`config.mk`:
```
export PLATFORM = sky130hd
export DESIGN_NAME = fir_out_quantizer
export DESIGN_NICKNAME = d
export VERILOG_FILES = /design/src/rtl/fir_quant_pkg.sv /design/src/rtl/sync_fifo_fwft.sv /design/src/rtl/fir_out_quantizer.sv
export SDC_FILE = /design/constraint.sdc
export NUM_CORES = 1
export LEC_CHECK = 0
export CORE_UTILIZATION = 47
export CTS_BUF_LIST = sky130_fd_sc_hd__clkbuf_4
export CTS_CLUSTER_DIAMETER = 200
export DETAILED_ROUTE_END_ITERATION = 16
export GPL_ROUTABILITY_DRIVEN = 0
export GPL_TIMING_DRIVEN = 1
export PLACE_DENSITY = 0.7
export SLEW_MARGIN = 0
export SYNTH_ARGS = -nofsm -noshare
export SYNTH_HDL_FRONTEND = slang
export SYNTH_HIERARCHICAL = 1
export SYNTH_SLANG_ARGS = --single-unit
```
`constraint.sdc`:
```
create_clock -name clk -period 10.97 [get_ports clk]
set_input_delay 2.194 -clock clk [delete_from_list [all_inputs] [get_ports clk]]
set_output_delay 2.194 -clock clk [all_outputs]
set_load 0.01 [all_outputs]
```
`src/rtl/fir_quant_pkg.sv`:
```
// ============================================================================
// Module : fir_quant_pkg
// Brief  : Shared widths, saturation bounds and rounding helpers for the FIR
//          output quantiser.
// Rev    : 1.0
// ============================================================================
`default_nettype none

package fir_quant_pkg;

    localparam int ACC_WIDTH = 64;
    localparam int OUT_WIDTH = 16;

    // Wide enough for any accumulator width this block is expected to see.
    localparam int WIDE = 128;

    typedef logic signed [OUT_WIDTH-1:0] sample_t;

    localparam sample_t SAT_MAX = sample_t'({1'b0, {(OUT_WIDTH-1){1'b1}}});
    localparam sample_t SAT_MIN = sample_t'({1'b1, {(OUT_WIDTH-1){1'b0}}});

    function automatic logic signed [WIDE-1:0] sat_max_of(input int width);
        return (128'sd1 <<< (width - 1)) - 128'sd1;
    endfunction

    function automatic logic signed [WIDE-1:0] sat_min_of(input int width);
        return -(128'sd1 <<< (width - 1));
    endfunction

    // Half an output LSB, added before the shift for round-half-up.
    function automatic logic signed [WIDE-1:0] round_shift(input int shift);
        return (shift > 0) ? (128'sd1 <<< (shift - 1)) : 128'sd0;
    endfunction

endpackage

`default_nettype wire

```
`src/rtl/sync_fifo_fwft.sv`:
```
// ============================================================================
// Module : sync_fifo_fwft
// Brief  : Synchronous first-word-fall-through FIFO; head word visible on
//          o_data whenever non-empty, zero when empty.
// Rev    : 1.0
// ============================================================================
`default_nettype none

module sync_fifo_fwft #(
    parameter int WIDTH = 16,
    parameter int DEPTH = 8
) (
    input  logic                     clk,
    input  logic                     rst,
    input  logic                     i_push,
    input  logic [WIDTH-1:0]         i_data,
    input  logic                     i_pop,
    output logic [WIDTH-1:0]         o_data,
    output logic                     o_full,
    output logic                     o_empty,
    output logic [$clog2(DEPTH):0]   o_level
);

    localparam int AW = $clog2(DEPTH);

    logic [WIDTH-1:0] r_mem [DEPTH];
    logic [AW-1:0]    r_wr_ptr;
    logic [AW-1:0]    r_rd_ptr;
    logic [AW:0]      r_level;
    logic             w_do_push;
    logic             w_do_pop;

    assign o_empty   = (r_level == '0);
    assign o_full    = (r_level == (AW+1)'(DEPTH));
    assign w_do_pop  = i_pop && !o_empty;
    assign w_do_push = i_push && (!o_full || w_do_pop);

    always_ff @(posedge clk) begin
        if (w_do_push) begin
            r_mem[r_wr_ptr] <= i_data;
        end
    end

    always_ff @(posedge clk) begin
        if (rst) begin
            r_wr_ptr <= '0;
            r_rd_ptr <= '0;
            r_level  <= '0;
        end else begin
            if (w_do_push) begin
                r_wr_ptr <= r_wr_ptr + AW'(1);
            end
            if (w_do_pop) begin
                r_rd_ptr <= r_rd_ptr + AW'(1);
            end
            case ({w_do_push, w_do_pop})
                2'b10:   r_level <= r_level + (AW+1)'(1);
                2'b01:   r_level <= r_level - (AW+1)'(1);
                default: r_level <= r_level;
            endcase
        end
    end

    assign o_data  = o_empty ? '0 : r_mem[r_rd_ptr];
    assign o_level = r_level;

endmodule

`default_nettype wire

```
`src/rtl/fir_out_quantizer.sv`:
```
// ============================================================================
// Module : fir_out_quantizer
// Brief  : Decimate, round-half-up, shift and saturate the FIR accumulator
//          stream into a FWFT output FIFO with sticky overflow.
//          Optional macro FIR_QUANT_SAT_CNT_EN enables the saturation counter.
// Rev    : 1.0
// ============================================================================
`default_nettype none

module fir_out_quantizer #(
    parameter int ACC_WIDTH  = fir_quant_pkg::ACC_WIDTH,
    parameter int OUT_WIDTH  = fir_quant_pkg::OUT_WIDTH,
    parameter int SHIFT      = 31,
    parameter int DECIM      = 1,
    parameter int PHASE      = 0,
    parameter int FIFO_DEPTH = 8
) (
    input  logic                            clk,
    input  logic                            reset,
    input  logic [ACC_WIDTH-1:0]            in_data,
    input  logic                            in_valid,
    output logic [OUT_WIDTH-1:0]            out_data,
    output logic                            out_valid,
    input  logic                            out_ready,
    output logic                            overflow,
    output logic [$clog2(FIFO_DEPTH):0]     fifo_level,
    output logic [15:0]                     sat_count
);

    import fir_quant_pkg::*;

    localparam int XW = ACC_WIDTH + 1;
    localparam int PW = (DECIM > 1) ? $clog2(DECIM) : 1;

    localparam logic signed [XW-1:0] c_HALF    = XW'(round_shift(SHIFT));
    localparam logic signed [XW-1:0] c_SAT_MAX = XW'(sat_max_of(OUT_WIDTH));
    localparam logic signed [XW-1:0] c_SAT_MIN = XW'(sat_min_of(OUT_WIDTH));

    logic [PW-1:0]                r_phase;
    logic                         w_keep;
    logic signed [XW-1:0]         w_rnd;
    logic signed [XW-1:0]         w_shr;
    logic signed [XW-1:0]         r_s1;
    logic                         r_s1_valid;
    logic signed [OUT_WIDTH-1:0]  w_sat;
    logic                         w_push;
    logic                         w_pop;
    logic                         w_full;
    logic                         w_empty;
    logic                         r_overflow;

    assign w_keep = in_valid && (r_phase == PW'(PHASE));

    always_ff @(posedge clk) begin
        if (reset) begin
            r_phase <= '0;
        end else if (in_valid) begin
            r_phase <= (r_phase == PW'(DECIM - 1)) ? '0 : r_phase + PW'(1);
        end
    end

    // One extra bit of headroom so adding the half LSB can never wrap.
    assign w_rnd = $signed({in_data[ACC_WIDTH-1], in_data}) + c_HALF;
    assign w_shr = w_rnd >>> SHIFT;

    always_ff @(posedge clk) begin
        if (reset) begin
            r_s1_valid <= 1'b0;
        end else begin
            r_s1_valid <= w_keep;
        end
        r_s1 <= w_shr;
    end

    always_comb begin
        if (r_s1 > c_SAT_MAX) begin
            w_sat = c_SAT_MAX[OUT_WIDTH-1:0];
        end else if (r_s1 < c_SAT_MIN) begin
            w_sat = c_SAT_MIN[OUT_WIDTH-1:0];
        end else begin
            w_sat = r_s1[OUT_WIDTH-1:0];
        end
    end

    // A full FIFO still accepts a write when the head leaves in the same cycle.
    assign w_pop  = out_valid && out_ready;
    assign w_push = r_s1_valid && (!w_full || w_pop);

    always_ff @(posedge clk) begin
        if (reset) begin
            r_overflow <= 1'b0;
        end else if (r_s1_valid && w_full && !w_pop) begin
            r_overflow <= 1'b1;
        end
    end

    sync_fifo_fwft #(
        .WIDTH (OUT_WIDTH),
        .DEPTH (FIFO_DEPTH)
    ) u_fifo (
        .clk     (clk),
        .rst     (reset),
        .i_push  (w_push),
        .i_data  (w_sat),
        .i_pop   (w_pop),
        .o_data  (out_data),
        .o_full  (w_full),
        .o_empty (w_empty),
        .o_level (fifo_level)
    );

    assign out_valid = !w_empty;
    assign overflow  = r_overflow;

`ifdef FIR_QUANT_SAT_CNT_EN
    logic [15:0] r_sat_cnt;
    logic        w_clamped;

    assign w_clamped = (r_s1 > c_SAT_MAX) || (r_s1 < c_SAT_MIN);

    always_ff @(posedge clk) begin
        if (reset) begin
            r_sat_cnt <= '0;
        end else if (w_push && w_clamped && (r_sat_cnt != 16'hFFFF)) begin
            r_sat_cnt <= r_sat_cnt + 16'd1;
        end
    end

    assign sat_count = r_sat_cnt;
`else
    assign sat_count = 16'd0;
`endif

endmodule

`default_nettype wire

```
==> metrics, run 1 <==
initial cell density of the core 0.4834; # diodes 0; most common cell after layout, fill and taps aside edfxtp_1; Die Ht 127.5 um; Area after DPL 8189 um2; Yosys top cell by area edfxtp_1; via count 4017; Hold WC Path Type reg -> reg; Slew HR 0.2747; PortBufs 59; Pint 0.9772 mW; Final Cell Area 8459 um2; logic gate share of total power 0.150; commonest non-fill, non-tap cells in the layout edfxtp_1 (128), clkdlybuf4s50_1 (59), dfxtp_1 (47), nor2_1 (32), mux4_2 (32); # DRC 0; IR drop worst, VDD 0.00006071 V; Die X 127.5 um; Routed WL per cell 16.72 um; die area 16260 um2; Main synth FF type edfxtp_1; FF+latch count, synth 177; Top Ports 106; Seq pwr share 0.583; share of flip-flops with an asynchronous set or reset 0; Syn Area/Cell 15.26 um2; crit-path max FO 32; # setup viols final 0; CP required 8.78 ns; FP Rows 45; f_max 200.3 MHz; hold buffers post-CTS 0; Via density 5.217; RSZ-0062 raised after global routing false; Slew Limit Fails 0; CTS tree done; maximum clock path buffer count 2; largest net degree at the start of global routing 33; Layout area overhead 14.26%; Post-Route WL 12.87 mm; TNS Setup 0 ns; worst-margin pin slew 1.080 ns; Pwr Total 1.285 mW; Yosys top cell area share 0.5192; Layout Cells excl Fill 770; final-layout fill cell count 1258; Tmin final 4.993 ns; Reg clk slew, reported paths 0.12 ns; max-cap viol count 0; Syn. warnings 6; Pleak 2.797 nW; synthesized area 7403 um2; startpoint types register; clock share of power 0.266; GRT Util Overall 0.1687; Yosys cell types 53; initial drt markers 288; CTS Buf Count 17; GRT overflow 0; share of layout cells above drive strength 1 0.1646; Worst Setup End Kind output pin; Sinks on Clock Net 177; kind of critical path reg -> out; core area 15310 um2; Pwr Density 151.9 nW/um2; outcome complete, no violations; initial antenna violation count 0; register area share after synthesis 0.6517; clock latency at the later pin of the worst-skew pair 0.52 ns; CP Data Arrival Time 2.80 ns; worst clock skew 0.01280 ns; global-route wire length before repair 20.34 mm; final period utilization 0.4552; post-route ant nets 0; H-tree lvl count 4; EDFF count, synth 128; clock root buffer clkbuf_4; vias in the first global route 3998; Mapped Cells 485; 1st-pass router iterations 5; Fin. Hold Viols 0; Cells after DPL 738; Sw Ratio 0.2396; Final HPWL DP 8.396 mm; Area contributors post-synth edfxtp_1 (52%), dfxtp_1 (13%), mux4_2 (9.7%), xnor2_1 (3.4%), mux2i_1 (2.6%); nets 620; Sw Pwr 0.3079 mW; post-CTS setup buffer count 0; CTS resizes 0
[registers in the layout, indices dropped and copies added (netlist names), named ones only]
register and count:
u_fifo/r_mem 128, r_s1 34, u_fifo/o_level 4, u_fifo/r_rd_ptr 3
u_fifo/r_wr_ptr 3, overflow 1, r_s1_valid 1
[layout make-up]
type                            instances  area, um2  area share
Clock inverter                         11      112.6     0.01331
Sequential cell                       177       4827      0.5706
Tap cell                              211      264.0     0.03121
Inverter                               23      86.33     0.01021
Clock buffer                           21      157.7     0.01864
Timing Repair Buffer                   64      628.1     0.07425
Multi-Input combinational cell        263       2384      0.2818
[per-stage QoR]
stage	hold WS [ns]	util	worst slack, ns
6_report	0.5023	0.5524	5.977
5_1_grt	0.5381	0.5524	5.700
4_1_cts	0.5114	0.5524	5.855
3_5_place_dp	0.4809	0.5347	6.190
3_3_place_gp	0.4559	0.5347	6.225
2_1_floorplan	0.4710	-	5.976
[power groups by stage]
stage	clock, mW	sequential (mW)	combinational, mW
6_report	0.342	0.750	0.193
4_1_cts	0.352	0.750	0.196
3_3_place_gp	0	0.763	0.191
5_1_grt	0.381	0.752	0.211
3_5_place_dp	0	0.765	0.195
2_1_floorplan	0	0.759	0.119
[worst max-delay path: stages (launching register included)]
cell	delay, ns
dfxtp_2	0.33
buf_4	0.52
mux4_2	0.59
mux2i_1	0.25
nor2_1	0.06
clkdlybuf4s50_1	0.52
[Yosys cell counts (2+ instances only)]
| cell type | instances |
|---|---|
| o21ai_2 | 2 |
| a21oi_1 | 2 |
| a41oi_1 | 2 |
| buf_1 | 4 |
| nand2b_1 | 4 |
| nand3_1 | 14 |
| and4_1 | 3 |
| and2_1 | 3 |
| o211ai_1 | 2 |
| inv_1 | 23 |
| nand2_1 | 9 |
| ha_1 | 5 |
| edfxtp_1 | 128 |
| buf_4 | 16 |
| nand4_1 | 16 |
| nor3_1 | 6 |
| nand4_2 | 2 |
| nand3b_1 | 2 |
| dfxtp_1 | 49 |
| nor4_1 | 6 |
| o21ai_1 | 9 |
| mux2i_1 | 19 |
| a31oi_1 | 2 |
| mux4_2 | 32 |
| buf_6 | 3 |
| nor2_1 | 35 |
| xor2_1 | 10 |
| and3_1 | 8 |
| xnor2_1 | 29 |
| buf_2 | 9 |
| clkbuf_1 | 5 |
| o21ai_0 | 5 |
[logic make-up after synthesis]
family,Yosys count,synth area share
compound gates,32,0.03330
xor+xnor,39,0.04614
fa+ha+maj,6,0.01115
buf+inv,60,0.04310
flops,177,0.6517
mux,51,0.1230
other cells,1,0.0005065
simple gates,119,0.09110
[final timing paths]
| check | start | end | slack (ns) | cells past startpoint |
|---|---|---|---|---|
| hold / removal | overflow$_SDFFE_PP0P_ | overflow$_SDFFE_PP0P_ | 0.50 | 2 |
| hold reg to reg | overflow$_SDFFE_PP0P_ | overflow$_SDFFE_PP0P_ | 0.50 | 2 |
| setup reg to reg | u_fifo/o_level[1]$_SDFFE_PP0P_ | u_fifo/o_level[3]$_SDFFE_PP0P_ | 7.46 | 12 |
| setup / recovery | register | out_data[5] | 5.98 | 5 |
[per-layer routing]
layer  GRT usage  share of wire  up-vias
met3     0.03936          0.053        4
met1      0.2072           0.42     1973
met4     0.04902         0.0043        0
met5           0              0        -
li1            -              -     1921
met2      0.2970           0.52      119
No activity file was read; power rests on OpenSTA's default activity.
==> run 2: changes to the inputs <==
- clock period: 10.97 -> 4.8 ns (I/O delays scaled with it)
==> run 2 against run 1 <==
Utilization up 0.24 points. Wire length up 1.8%. Final cell count up 1.2%. Clock skew up 0.0088 ns. Via count up 0.95%. Cell area up 0.43%. Die area unchanged. Count of clock-buffer cells in the layout down 4. Setup slack worse by 5.1 ns. Sequential power up 130%. Flip-flop and latch count unchanged. Sequential share of layout area down 0.24 points.
==> metrics, run 2 (same netlist as run 1, synthesis figures left out) <==
Final HPWL DP 8.989 mm (was 8.396 mm); final period utilization 0.8194; share of layout cells above drive strength 1 0.1655 (was 0.1646); die area 16260 um2 (unchanged); Routed WL per cell 16.82 um (was 16.72 um); Largest register FFs 128 (unchanged); # setup viols final 0 (unchanged); via count 4055 (was 4017); Worst Setup End Kind output pin (unchanged); PortBufs 59 (unchanged); Seq pwr share 0.586 (was 0.583); Sinks on Clock Net 177 (unchanged); RSZ-0062 raised after global routing false (unchanged); FF-to-FF Start u_fifo/o_level[1]$_SDFFE_PP0P_ (unchanged); register-to-register setup slack 1.75 ns (was 7.46 ns); Top reg by flops u_fifo/r_mem (unchanged); CP max stage cell dfxtp_2 (was mux4_2); hold-critical path depth 2 (unchanged); WHS 0.4880 ns (was 0.5023 ns); initial cell density of the core 0.4834 (unchanged); R2R cell count 13 (was 12); Reg clk slew, reported paths 0.13 ns (was 0.12 ns); worst clock skew 0.02159 ns (was 0.01280 ns); Die X 127.5 um (unchanged); max-cap viol count 0 (unchanged); Slew Limit Fails 0 (unchanged); IR drop worst, VDD 0.0001377 V (was 0.00006071 V); maximum clock path buffer count 2 (unchanged); Slew HR 0.3122 (was 0.2747); logic gate share of total power 0.150 (about the same); initial drt markers 262 (was 288); GRT Util Overall 0.1695 (was 0.1687); # diodes 0 (unchanged); outcome complete, no violations (unchanged); Final Cell Area 8496 um2 (was 8459 um2); most common cell after layout, fill and taps aside edfxtp_1 (unchanged); clock share of power 0.264 (was 0.266); FP Rows 45 (unchanged); CP Data Arrival Time 2.97 ns (was 2.80 ns); Die Ht 127.5 um (unchanged); # DRC 0 (unchanged); global-route wire length before repair 20.56 mm (was 20.34 mm); Via density 5.205 (was 5.217); CP required 3.84 ns (was 8.78 ns); CP peak stage delay 0.83 ns (was 0.59 ns); crit-path max FO 21 (was 32); H-tree lvl count 4 (unchanged); hold buffers post-CTS 0 (unchanged); CTS tree done (unchanged); post-route ant nets 0 (unchanged); setup ws final 0.8670 ns (was 5.977 ns); vias in the first global route 3975 (was 3998); crit-path cells buf_4 -> mux4_2 -> mux2i_1 -> nor2_1 -> clkdlybuf4s50_1 (unchanged); CTS Buf Count 17 (unchanged); Sw Pwr 0.7249 mW (was 0.3079 mW); Pleak 2.821 nW (was 2.797 nW); Post-Route WL 13.11 mm (was 12.87 mm); initial antenna violation count 0 (unchanged); clock latency at the later pin of the worst-skew pair 0.52 ns (about the same); Pint 2.212 mW (was 0.9772 mW); clock root buffer clkbuf_4 (unchanged); Pwr Density 345.7 nW/um2 (was 151.9 nW/um2); startpoint types register (unchanged); dpl ws 1.318 ns (was 6.190 ns); CTS resizes 0 (unchanged); post-CTS setup buffer count 0 (unchanged); Sw Ratio 0.2468 (was 0.2396); 1st-pass router iterations 5 (unchanged); nets 629 (was 620); f_max 254.3 MHz; Top Ports 106 (unchanged); reg-to-reg endpoint u_fifo/o_level[3]$_SDFFE_PP0P_ (unchanged); worst-margin pin slew 1.021 ns (was 1.080 ns); Worst Setup EP out_data[12] (was out_data[5]); Layout area overhead 14.75% (was 14.26%); core area 15310 um2 (unchanged); TNS Setup 0 ns (unchanged); Hold WC Path Type reg -> reg (unchanged); largest net degree at the start of global routing 33 (unchanged); Area after DPL 8224 um2 (was 8189 um2); GRT overflow 0 (unchanged); kind of critical path reg -> out (unchanged); commonest non-fill, non-tap cells in the layout edfxtp_1 (128), clkdlybuf4s50_1 (59), dfxtp_1 (47), nor2_1 (35), mux4_2 (32) (was edfxtp_1 (128), clkdlybuf4s50_1 (59), dfxtp_1 (47), nor2_1 (32), mux4_2 (32)); Fin. Hold Viols 0 (unchanged); Tmin final 3.933 ns
==> run 2: changes by cell type in the layout (fill, tap and decap cells not counted), sizes merged <==
cell,change
buf,+9
clkinvlp,+5
inv,-5
clkbuf,-4
clkinv,+4
==> run 2: power by group through the flow <==
stage / clock network, mW / registers (mW) / logic [mW]
final: 0.775 / 1.72 / 0.440
after global routing: 0.856 / 1.73 / 0.481
after CTS: 0.797 / 1.72 / 0.447
after detailed placement: 0 / 1.76 / 0.446
after global placement: 0 / 1.76 / 0.435
after floorplan: 0 / 1.73 / 0.271
==> run 2: layout make-up <==
class,count,area (um2)
timing repair buffer,73,695.7
sequential,177,4827
inverter,23,86.33
clock buffer,17,127.6
fill,1250,6819
multi-input combinational,263,2351
clock inverter,15,143.9
tap,211,264.0
==> run 2: worst max-delay path, delay by kind of cell (launching register included) <==
| family | cells | cell delay, ns |
|---|---|---|
| multiplexers | 2 | 0.70 |
| flip-flops | 1 | 0.83 |
| buffers and inverters | 2 | 0.86 |
| AND/OR/NAND/NOR | 1 | 0.06 |
==> run 2: worst min path at each step <==
stage	from	endpoint	slack (ns)
2_1_floorplan	r_s1_valid$_SDFF_PP0_	overflow$_SDFFE_PP0P_	0.47
5_1_grt	overflow$_SDFFE_PP0P_	overflow$_SDFFE_PP0P_	0.54
4_1_cts	overflow$_SDFFE_PP0P_	overflow$_SDFFE_PP0P_	0.50
3_3_place_gp	overflow$_SDFFE_PP0P_	overflow$_SDFFE_PP0P_	0.45
3_5_place_dp	overflow$_SDFFE_PP0P_	overflow$_SDFFE_PP0P_	0.47
6_report	overflow$_SDFFE_PP0P_	overflow$_SDFFE_PP0P_	0.49
==> run 2: stage by stage <==
stage / cells / util / total power, mW
final: 779 / 0.5547 / 2.937
after global routing: 779 / 0.5547 / 3.066
after CTS: 779 / 0.5547 / 2.968
after detailed placement: 747 / 0.5370 / 2.205
after global placement: 747 / 0.5370 / 2.192
after floorplan: 500 / - / 2.005
==> run 2: layer usage <==
| layer | GRT usage | vias to the layer above | part of all wire |
|---|---|---|---|
| met5 | 0 | - | 0 |
| met4 | 0.05392 | 0 | 0.011 |
| met3 | 0.03769 | 10 | 0.047 |
| met2 | 0.2993 | 105 | 0.52 |
| met1 | 0.2067 | 2002 | 0.43 |
| li1 | - | 1938 | - |
==> RTL change (settings of run 2) <==
The parameter `SHIFT` goes from 31 to 16.
--- a/src/rtl/fir_out_quantizer.sv
+++ b/src/rtl/fir_out_quantizer.sv
@@ -10,7 +10,7 @@
 module fir_out_quantizer #(
     parameter int ACC_WIDTH  = fir_quant_pkg::ACC_WIDTH,
     parameter int OUT_WIDTH  = fir_quant_pkg::OUT_WIDTH,
-    parameter int SHIFT      = 31,
+    parameter int SHIFT      = 16,
     parameter int DECIM      = 1,
     parameter int PHASE      = 0,
     parameter int FIFO_DEPTH = 8
Check against the original RTL: not equivalent (a bounded check fails within 4 cycles, from zero or initial values and one cycle with reset high).
==> RTL change against run 2 <==
- synthesized area increased by 13%
- sequential share of layout area is 3.5 points lower
- routed wire length increased by 22%
- die area up 13%
- total power increased by 8.5%
- sequential cell count up 15
- first-iteration DRC count decreased by 0.38%
- cell area rose by 13%
- non-clock buffer count grew 14
- worst setup slack worse by 4.7 ps
- critical path type unchanged
- largest power group unchanged
==> RTL change: results <==
group,metric,value,unit
status,status,"finished, final reports clean",
route,dr.pass1.iters,4,
clocking,numCtsBuffers,17,
synthesis,synth_area_leaders,"edfxtp_1, dfxtp_1, mux4_2, xor2_1, xnor2_1",
critical_path,worstPathArrival,2980,ps
final_layout,nNetsFinal,735,
global_routing,grt_max_degree,33,
pwr,leakage,3.108,nW
timing,tightest_slew,906.3,ps
final_layout,largest_reg_flops,128,
critical_path,path_max_fanout,18,
synthesis,synth-compound-area-share,3.115,%
clocking,cts_setup_buffers,0,
clocking,h-tree-depth,4,
pwr,ir_worst_vdd,146.8,uV
placement,port-buffer-count,74,
synthesis,synth_edf_count,128,
synthesis,synth_mux_area_share,10.85,%
synthesis,synthFlopType,"edfxtp_1",
global_routing,grt_pass1_wl,25.83,mm
placement,pre_cts_ws,1336,ps
clocking,cts-root-buf,"clkbuf_4",
placement,hpwl,11.10,mm
synthesis,synthTopCellsByCount,"edfxtp_1, dfxtp_1, nor2_1, mux4_2, xor2_1",
timing,skew,27.97,ps
route,viasPerCell,5.513,
final_layout,drive_gt1_share,16.17,%
global_routing,antenna_found_initial,1,
final_layout,fillerInstances,1378,
synthesis,synth_xor_area_share,5.634,%
clocking,clkLatencyLatePin,550,ps
pwr,intPower,2.412,mW
synthesis,yosysSeqAreaShare,61.05,%
route,wl,16.02,mm
clocking,cts_resized,0,
hold_path,min_path_type,"reg2reg",
route,initialDrtViolationCount,261,
synthesis,synth_fa_ha_area_share,0.9838,%
global_routing,track_usage,18.86,%
clocking,cts.clk_slew.worst_paths,160,ps
global_routing,grt_pass1_vias,4998,
[RTL change: changes by cell type after synthesis, moves of 4 or more]
cell	delta
nor4_1	+23
o21ai_0	-5
xor2_1	+21
inv_1	-13
dfxtp_1	+15
nor3_1	+9
xnor2_1	-6
o21ai_1	-9
nor2_1	+6
nand3_1	+10
o2bb2ai_1	+15
nand2_1	+12
clkbuf_1	+4
nor4_2	+11
[RTL change: cells by family after synthesis]
group	Yosys count
flip-flops	192
AO/OA/AOI/OAI	30
buffers and inverters	55
other	1
XOR/XNOR	54
AND/OR/NAND/NOR	196
multiplexers	51
adder cells (fa/ha/maj)	6
[RTL change: final timing paths]
| kind | startpoint | cells after the start | slack [ps] | to |
|---|---|---|---|---|
| hold reg to reg | overflow$_SDFFE_PP0P_ | 2 | 530 | overflow$_SDFFE_PP0P_ |
| hold / removal | overflow$_SDFFE_PP0P_ | 2 | 530 | overflow$_SDFFE_PP0P_ |
| setup reg to reg | u_fifo/o_level[1]$_SDFFE_PP0P_ | 13 | 1790 | u_fifo/o_level[3]$_SDFFE_PP0P_ |
| setup / recovery | register | 5 | 860 | out_data[13] |
[RTL change: power by group through the flow]
stage	logic [mW]	clock network [mW]	registers, mW
3_5_place_dp	0.457	0	1.89
5_1_grt	0.493	0.969	1.86
3_3_place_gp	0.445	0	1.89
4_1_cts	0.457	0.906	1.85
2_1_floorplan	0.271	0	1.87
6_report	0.451	0.883	1.85
[RTL change: final cells by class]
cell class                 instances  share of cell area, %
antenna                            1                0.02602
clock inverter                    13                  1.691
tap                              225                  2.927
multi-input combinational        353                  31.45
timing repair buffer              87                  8.717
clock buffer                      19                  1.483
sequential                       192                  53.32
inverter                          10                 0.3903
[RTL change: routing by layer]
| metal | share of wire, % | global-route usage, % | vias up | wire (um) |
|---|---|---|---|---|
| met5 | 0 | 0 | - | 0 |
| met4 | 0.86 | 6.117 | 0 | 138 |
| li1 | - | - | 2374 | - |
| met3 | 4.8 | 3.966 | 11 | 772 |
| met2 | 51 | 32.20 | 153 | 8111 |
| met1 | 44 | 23.85 | 2424 | 6996 |
[RTL change: metrics by stage]
step | hold WS, ps | utilization, % | cells | instance area (um^2)
floorplan | 471.0 | - | 600 | 8451
global placement | 452.1 | 53.63 | 867 | 9309
detailed placement | 510.6 | 53.63 | 867 | 9309
CTS | 546.0 | 55.39 | 899 | 9614
global route | 553.6 | 55.41 | 900 | 9617
finish | 527.4 | 55.41 | 900 | 9617
[RTL change: worst max-delay path: stages (launching register included)]
cell	delay, ps
dfxtp_2	760
buf_4	430
mux4_2	550
mux2i_1	160
nor2_1	50
clkdlybuf4s50_1	480
